[src/rtl/spi_ram_burst.sv]
// spi_ram_burst
//   Command-driven word memory with separate write and read pointers, meant to
//   sit behind a SPI slave that hands over one command word per cycle.
//   A command is {opcode[1:0], payload[DATA_W-1:0]}:
//     00  load the write pointer from the payload
//     01  write the payload at the write pointer (optionally post-incrementing)
//     10  load the read pointer from the payload
//     11  read at the read pointer (optionally post-incrementing)
//   Out-of-range pointers set a sticky error flag instead of touching memory.
//
// Ports
//   clk       single clock, rising edge
//   rst_n     asynchronous active-low reset (clears pointers, dout, flags)
//   din       command word {opcode, payload}
//   rx_valid  din is valid; one command is consumed per cycle while high
//   clr_err   clears err on the next edge (an error in the same cycle wins)
//   dout      registered read data, holds between reads
//   tx_valid  one-cycle pulse, dout carries a new read result
//   err       sticky out-of-range address error

module spi_ram_burst #(
   parameter int DATA_W    = 8,
   parameter int MEM_DEPTH = 256,
   parameter int ADDR_SIZE = 8,
   parameter int AUTO_INC  = 1
) (
   input  logic              clk,
   input  logic              rst_n,
   input  logic [DATA_W+1:0] din,
   input  logic              rx_valid,
   input  logic              clr_err,
   output logic [DATA_W-1:0] dout,
   output logic              tx_valid,
   output logic              err
);

   typedef enum logic [1:0] {
      OP_WR_ADDR = 2'b00,
      OP_WRITE   = 2'b01,
      OP_RD_ADDR = 2'b10,
      OP_READ    = 2'b11
   } op_e;

   // Array index width; narrower than ADDR_SIZE when the memory is smaller
   // than the address space. Truncation is safe because every access is
   // range-checked first.
   localparam int IDX_W = (MEM_DEPTH > 1) ? $clog2(MEM_DEPTH) : 1;

   // One extra bit so MEM_DEPTH == 2**ADDR_SIZE is representable.
   localparam logic [ADDR_SIZE:0]   DEPTH_EXT = (ADDR_SIZE+1)'(MEM_DEPTH);
   localparam logic [ADDR_SIZE-1:0] LAST_ADDR = ADDR_SIZE'(MEM_DEPTH - 1);

   logic [DATA_W-1:0]    mem [MEM_DEPTH];

   logic [ADDR_SIZE-1:0] wr_addr;
   logic [ADDR_SIZE-1:0] rd_addr;
   logic [ADDR_SIZE-1:0] wr_addr_nxt;
   logic [ADDR_SIZE-1:0] rd_addr_nxt;

   op_e                  op;
   logic [DATA_W-1:0]    payload;
   logic [ADDR_SIZE-1:0] payload_addr;
   logic [IDX_W-1:0]     wr_idx;
   logic [IDX_W-1:0]     rd_idx;
   logic                 wr_ok;
   logic                 rd_ok;
   logic                 do_write;
   logic                 do_read;
   logic                 err_set;
   logic                 err_nxt;
   logic [DATA_W-1:0]    rd_word;

   function automatic logic in_range(input logic [ADDR_SIZE-1:0] a);
      return ({1'b0, a} < DEPTH_EXT);
   endfunction

   // Wrap at the configured depth, not at the top of the address space.
   function automatic logic [ADDR_SIZE-1:0] next_addr(input logic [ADDR_SIZE-1:0] a);
      return (a == LAST_ADDR) ? '0 : a + ADDR_SIZE'(1);
   endfunction

   assign op           = op_e'(din[DATA_W+1:DATA_W]);
   assign payload      = din[DATA_W-1:0];
   assign payload_addr = din[ADDR_SIZE-1:0];
   assign wr_idx       = wr_addr[IDX_W-1:0];
   assign rd_idx       = rd_addr[IDX_W-1:0];
   assign wr_ok        = in_range(wr_addr);
   assign rd_ok        = in_range(rd_addr);

   always_comb begin
      wr_addr_nxt = wr_addr;
      rd_addr_nxt = rd_addr;
      do_write    = 1'b0;
      do_read     = 1'b0;
      err_set     = 1'b0;
      if (rx_valid) begin
         case (op)
            OP_WR_ADDR: begin
               // Pointer is loaded even when out of range so the error is
               // reported again on the access that follows.
               wr_addr_nxt = payload_addr;
               err_set     = !in_range(payload_addr);
            end
            OP_WRITE: begin
               if (wr_ok) begin
                  do_write = 1'b1;
                  if (AUTO_INC != 0) begin
                     wr_addr_nxt = next_addr(wr_addr);
                  end
               end else begin
                  err_set = 1'b1;
               end
            end
            OP_RD_ADDR: begin
               rd_addr_nxt = payload_addr;
               err_set     = !in_range(payload_addr);
            end
            OP_READ: begin
               do_read = 1'b1;
               if (rd_ok) begin
                  if (AUTO_INC != 0) begin
                     rd_addr_nxt = next_addr(rd_addr);
                  end
               end else begin
                  err_set = 1'b1;
               end
            end
            default: ;
         endcase
      end
   end

   always_comb begin
      err_nxt = err;
      if (err_set) begin
         err_nxt = 1'b1;
      end else if (clr_err) begin
         err_nxt = 1'b0;
      end
   end

   // Memory array: no reset, contents survive rst_n.
   always_ff @(posedge clk) begin
      if (do_write) begin
         mem[wr_idx] <= payload;
      end
   end

   // Only one of write/read can happen per cycle, so the array is accessed
   // through a single port.
   assign rd_word = rd_ok ? mem[rd_idx] : '0;

   always_ff @(posedge clk or negedge rst_n) begin
      if (!rst_n) begin
         wr_addr  <= '0;
         rd_addr  <= '0;
         dout     <= '0;
         tx_valid <= 1'b0;
         err      <= 1'b0;
      end else begin
         wr_addr  <= wr_addr_nxt;
         rd_addr  <= rd_addr_nxt;
         tx_valid <= do_read;
         err      <= err_nxt;
         if (do_read) begin
            dout <= rd_word;
         end
      end
   end

endmodule

[config.mk]
export PLATFORM = sky130hd
export DESIGN_NAME = spi_ram_burst
export DESIGN_NICKNAME = d
export VERILOG_FILES = /design/src/rtl/spi_ram_burst.sv
export SDC_FILE = /design/constraint.sdc
export NUM_CORES = 2
export LEC_CHECK = 0
export BUFFER_PORTS_ARGS = -buffer_cell sky130_fd_sc_hd__buf_4
export CORE_ASPECT_RATIO = 1.25
export CORE_MARGIN = 2
export CORE_UTILIZATION = 50
export DETAILED_ROUTE_END_ITERATION = 10
export GPL_TIMING_DRIVEN = 1
export PLACE_DENSITY_LB_ADDON = 0.12
export SLEW_MARGIN = 20
export SYNTH_ARGS = -nofsm -noshare
export SYNTH_HDL_FRONTEND = slang
export SYNTH_SLANG_ARGS = --single-unit
[constraint.sdc]
create_clock -name clk -period 2.56 [get_ports clk]
set_input_delay 0 -clock clk [delete_from_list [all_inputs] [get_ports clk]]
set_output_delay 0 -clock clk [all_outputs]
set_load 0.05 [all_outputs]
**After elaboration in Yosys (flattened, before gate mapping)**

Memory sizes are Yosys's and may differ from the RTL's. A register that Yosys moved wholly into a read port is not among the register bits.
Cells that the tools add are included.

- Memory bits (writable): 2048
- Register bits: 18
- Word-level logic and storage cells: 34
- Memories kept: 1
- Input bits: 14

Memory list:

| name | depth | width | read ports | clocked after memory_dff | write ports | line | text |
|---|---|---|---|---|---|---|---|
| mem | 256 | 8 | 1 | 1 | 1 | 53 | `logic [DATA_W-1:0] mem [MEM_DEPTH];` |

- Mux-type cells: 14
- $add $sub $neg: 2
- Reductions and logical operators: 8
- Eq/ne operators: 5

Operators by type and width:

| cell | number |
|---|---|
| $pmux 8 s2 | 2 |
| $add 8x1->8 const B | 2 |
| $eq 8x8->1 const B | 2 |
| $mux 8 | 2 |
| $mux 1 | 10 |
| $reduce_bool 2->1 | 3 |
| $eq 2x2->1 const B | 2 |
| $reduce_and 2->1 | 2 |
| $reduce_or 4->1 | 1 |
| $eq 2x1->1 const B | 1 |
| $logic_not 2->1 | 1 |
| $logic_not 1->1 | 1 |

**Logic depth before layout (Yosys ltp)**

- Depth after elaboration: 5
- Depth in mapped cells: 11

**Worst setup path before layout**

Ideal clock, no wire load.

- Path kind: register to register
- From: reg wr_addr[7]
- To: mem mem[191][0] (enable)
- Data arrival time: 1.891 ns
- Setup time: 0.395 ns
- Data required time: 2.165 ns
- Stages on the path, launching flop included: 5
- Clock period less this slack: 2.285 ns
- Setup slack: 0.275 ns
- Cells stage by stage: dfrtp_1 -> clkbuf_1 -> nor2b_1 -> nand3_1 -> nor4_1

RTL lines:

| item | line | text |
|---|---|---|
| from (decl) | 55 | `logic [ADDR_SIZE-1:0] wr_addr;` |
| from (signal assigned) | 161 | `wr_addr <= wr_addr_nxt;` |
| to (decl) | 53 |  |

Straight into the memory's write port.

==> impl_results.md <==
* 1st-pass router iterations at 5
* RePlAce Congestion at 0.8868
* Final Hold Fails at 0
* Largest family of logic cells by synthesized area: multiplexers
* Root buffer cell: clkbuf_16
* Syn Nets at 4071
* Number of synthesized flops with an enable pin at 2048
* Largest stage delay on the critical path at 550 ps
* Fmax at 350.9 MHz
* Global Route Usage Sum at 0.2552
* Crit path max fanout at 8
* Vias/cell at 5.970
* Compound-cell area share of the yosys netlist at 0.03569
* Leading register cell type out of synthesis: edfxtp_1
* CTS Buffer Depth at 3
* Post-route insts no fill at 7052
* RSZ-0062 raised after global routing: true
* Most frequent cell after synthesis: edfxtp_1
* Worst vdd ir at 0.7056 mV
* Initial core utilization at 0.5030
* Synth cell types at 58
* CTS sink count at 2073
* Number of placement rows at 165
* Tightest Hold Check Type: in2async
* WL per Instance at 29.55 µm
* Fin Setup TNS at -1826 ps
* Final setup violation count at 8
* Crit path DAT at 3550 ps
* Slowest CP cell: dfrtp_4
* Clk_lat worst skew at 840 ps
* Largest net degree at the start of global routing at 95
* Top cell type by total area after synthesis: edfxtp_1
* Post-detail-place hpwl at 133900 µm
* Worst setup margin at -289.8 ps
* Clock share of power at 0.364
* Placed cell count at 6627
* Worst Path Buf+Inv at 4
* Startpoint types: flip-flop
* Layout area overhead at 18.12%
* Syn Area/Cell at 20.04 µm²
* Switching part of the total at 0.2439
* Post-synthesis cell count at 4052
* Area share of fa/ha/maj cells after synthesis at 0.0007704
* Pint at 58.34 mW
* Worst clock skew at 32.25 ps
* Initial antenna violation count at 10
* Req. time, crit path at 3260 ps
* Finished Core Util at 0.5941
* Main area contributors after synthesis: edfxtp_1 (76%), mux4_2 (10%), mux2i_1 (4.4%)
* Final period util at 1.113
* Overall power at 77.16 mW
* Hold Slack at 192.5 ps
* Tmin final at 2850 ps
* Leakage at 31.56 nW
* Pwr/cell area at 804.5 nW/µm²
* Layout Nets at 4736
* Core area at 161400 µm²
* CP Capture Type: flip-flop
* Max-cap violations at 0
* DR vias at 42100
* Outcome: finished with violations
* Syn. warnings at 0
* Sequential power share at 0.489
* Ys async rst share at 0.01206
* First-pass GRT wire length at 301200 µm
* Clock Pin Slew Worst Setup and Hold Paths at 60 ps
* CTS Buf Count at 196
* Sequential element share of the synthesized area at 0.7651
* Post-synthesis simple-gate area fraction at 0.03157
* Cell family with most CP delay: multiplexers
* Die height at 454.6 µm
* Crit Path Category: reg2reg
* Net Sw Power at 18.82 mW
* Max-slew headroom at 0.4079
* Yosys reg bits at 2073
* Xor and xnor area share after synthesis at 0
* GR Overflow Total at 0
* Vias in the first global route at 43190
* IO Port Bufs at 21
* Critical-path cell list: buf_12 > buf_4 > buf_6 > mux4_2 > mux4_2 > mux2i_1 > buf_4 > nand2_4 > nand4_1 > o211ai_2
* Die area at 165700 µm²
* 1st-iter DRT viols at 4272
* Combinational power share at 0.147
* Failing checks: setup timing
* H-tree Lvls at 4
* Post-route antenna net violation count at 0
* Proportion of layout cells with a drive suffix above 1 at 0.2977
* Commonest cells post-synth: edfxtp_1 (2048), mux4_2 (359), mux2i_1 (353)
* Drt drc at 0
* Routed wire length at 208400 µm
* Worst-Margin Slew at 884.8 ps
* Synthesized area at 81200 µm²
* Die Wd at 364.4 µm
* Post-synth top area share at 0.7574
* I/O pins at 24
* Slew Limit Fails at 0
* Multiplexer share of the synthesized area at 0.1479
* CTS tree: done
==> layout make-up <==
class | instances | area [µm²]
diodes | 7 | 17.52
clock buffers | 244 | 5180
clock inverters | 111 | 977.2
fillers | 11930 | 65530
inverters | 8 | 31.28
multi-input cells | 1725 | 17900
flip-flops and latches | 2073 | 62140
well taps | 2171 | 2716
repair buffers | 713 | 6955
==> state kept, by name, summed over array words and instances (netlist names) <==
register  flops
dout          8
mem        2048
rd_addr       8
tx_valid      1
wr_addr       8
==> per-stage QoR <==
step | setup WS (ps) | cell area (µm²)
final | -289.8 | 95910
after global routing | -361.0 | 95900
after CTS | -282.8 | 95580
after detailed placement | -567.0 | 88430
after global placement | -543.2 | 88430
after floorplan | 274.8 | 81200
==> cells in the final DEF, fill, tap and decap left out, types with 6 or more instances in the layout <==
cell type      netlist  routed
bufbuf_16            0       7
buf_16               0      13
buf_12               0      75
dfrtp_1             25      21
o211ai_1             9       9
mux2i_1            353     349
o32ai_1              8       7
o221ai_1            32      29
and3_1              20      20
bufinv_16            0      15
nor2_1             284     279
clkbuf_16            0     203
mux4_2             359     359
nand2_1            100      79
o22ai_1             93      88
a21oi_1             27      26
a31oi_1             42      41
clkinv_1             1      45
nor3_1              19      14
a22oi_1            134     129
mux2_2              35      35
edfxtp_1          2048    2048
buf_8                1       9
o211ai_2             7       7
clkinv_2             0      37
nand2_2              0      18
a211oi_1            15      10
inv_6                0       6
clkbuf_1            92      43
nand3_1             27      22
and2_1              36      36
diode_2              0       7
dlygate4sd3_1        0      18
nand4_1             34      34
o21ai_0             25      24
buf_6               40      17
buf_4               56     571
nor2b_1             12      10
==> worst register-to-register path: cells and delay by family, from the launching register on <==
kind                   cells  cell delay, ps
AND/OR/NAND/NOR            2             280
AO/OA/AOI/OAI              1             110
flip-flops                 1             550
buffers and inverters      4             570
multiplexers               3            1200
==> power groups by stage <==
stage          clock network (mW)  registers, mW  logic [mW]
2_1_floorplan                   0           38.4        5.92
3_3_place_gp                    0           38.4        10.5
3_5_place_dp                    0           38.4        10.5
4_1_cts                      28.6           37.7        11.2
5_1_grt                      29.8           37.7        11.9
6_report                     28.1           37.7        11.3
==> cells by family after synthesis <==
kind of cell	Yosys count
other	1
muxes	747
adders and majority gates	5
DFF	2073
buffers and inverters	254
AOI/OAI and AO/OA	414
and+or+nand+nor	558
==> layer usage <==
| metal | vias up | GRT usage | part of all wire |
|---|---|---|---|
| li1 | 18080 | - | - |
| met2 | 1451 | 0.4283 | 0.51 |
| met1 | 22230 | 0.3436 | 0.40 |
| met3 | 332 | 0.03485 | 0.061 |
| met5 | - | 0 | 0.00017 |
| met4 | 6 | 0.09226 | 0.033 |
==> what timing repair did <==
item / in CTS / in global routing
setup buffers: 21 / 12
setup endpoints to repair: 16 / 9
hold buffers: 19 / 0
pin swaps: 16 / 21
gates cloned: 11 / 3
resized for setup: 58 / 39
hold endpoints to repair: 1753 / 0
==> path summary, 6_finish.rpt <==
| kind | depth (start not counted) | slack (ps) | from | end |
|---|---|---|---|---|
| setup reg to reg | 10 | -290 | rd_addr[1] | dout[3] |
| min in group clk | 2 | 200 | din[1] | mem[224][1] |
| hold reg to reg | 2 | 550 | dout[1] | dout[1] |
| setup / recovery | 10 | -290 | rd_addr[1] | dout[3] |
| max in group asynchronous | 4 | 2110 | rst_n | rd_addr[1] |
| hold / removal | 4 | 190 | rst_n | tx_valid |
(Power assumes the default switching activity.)
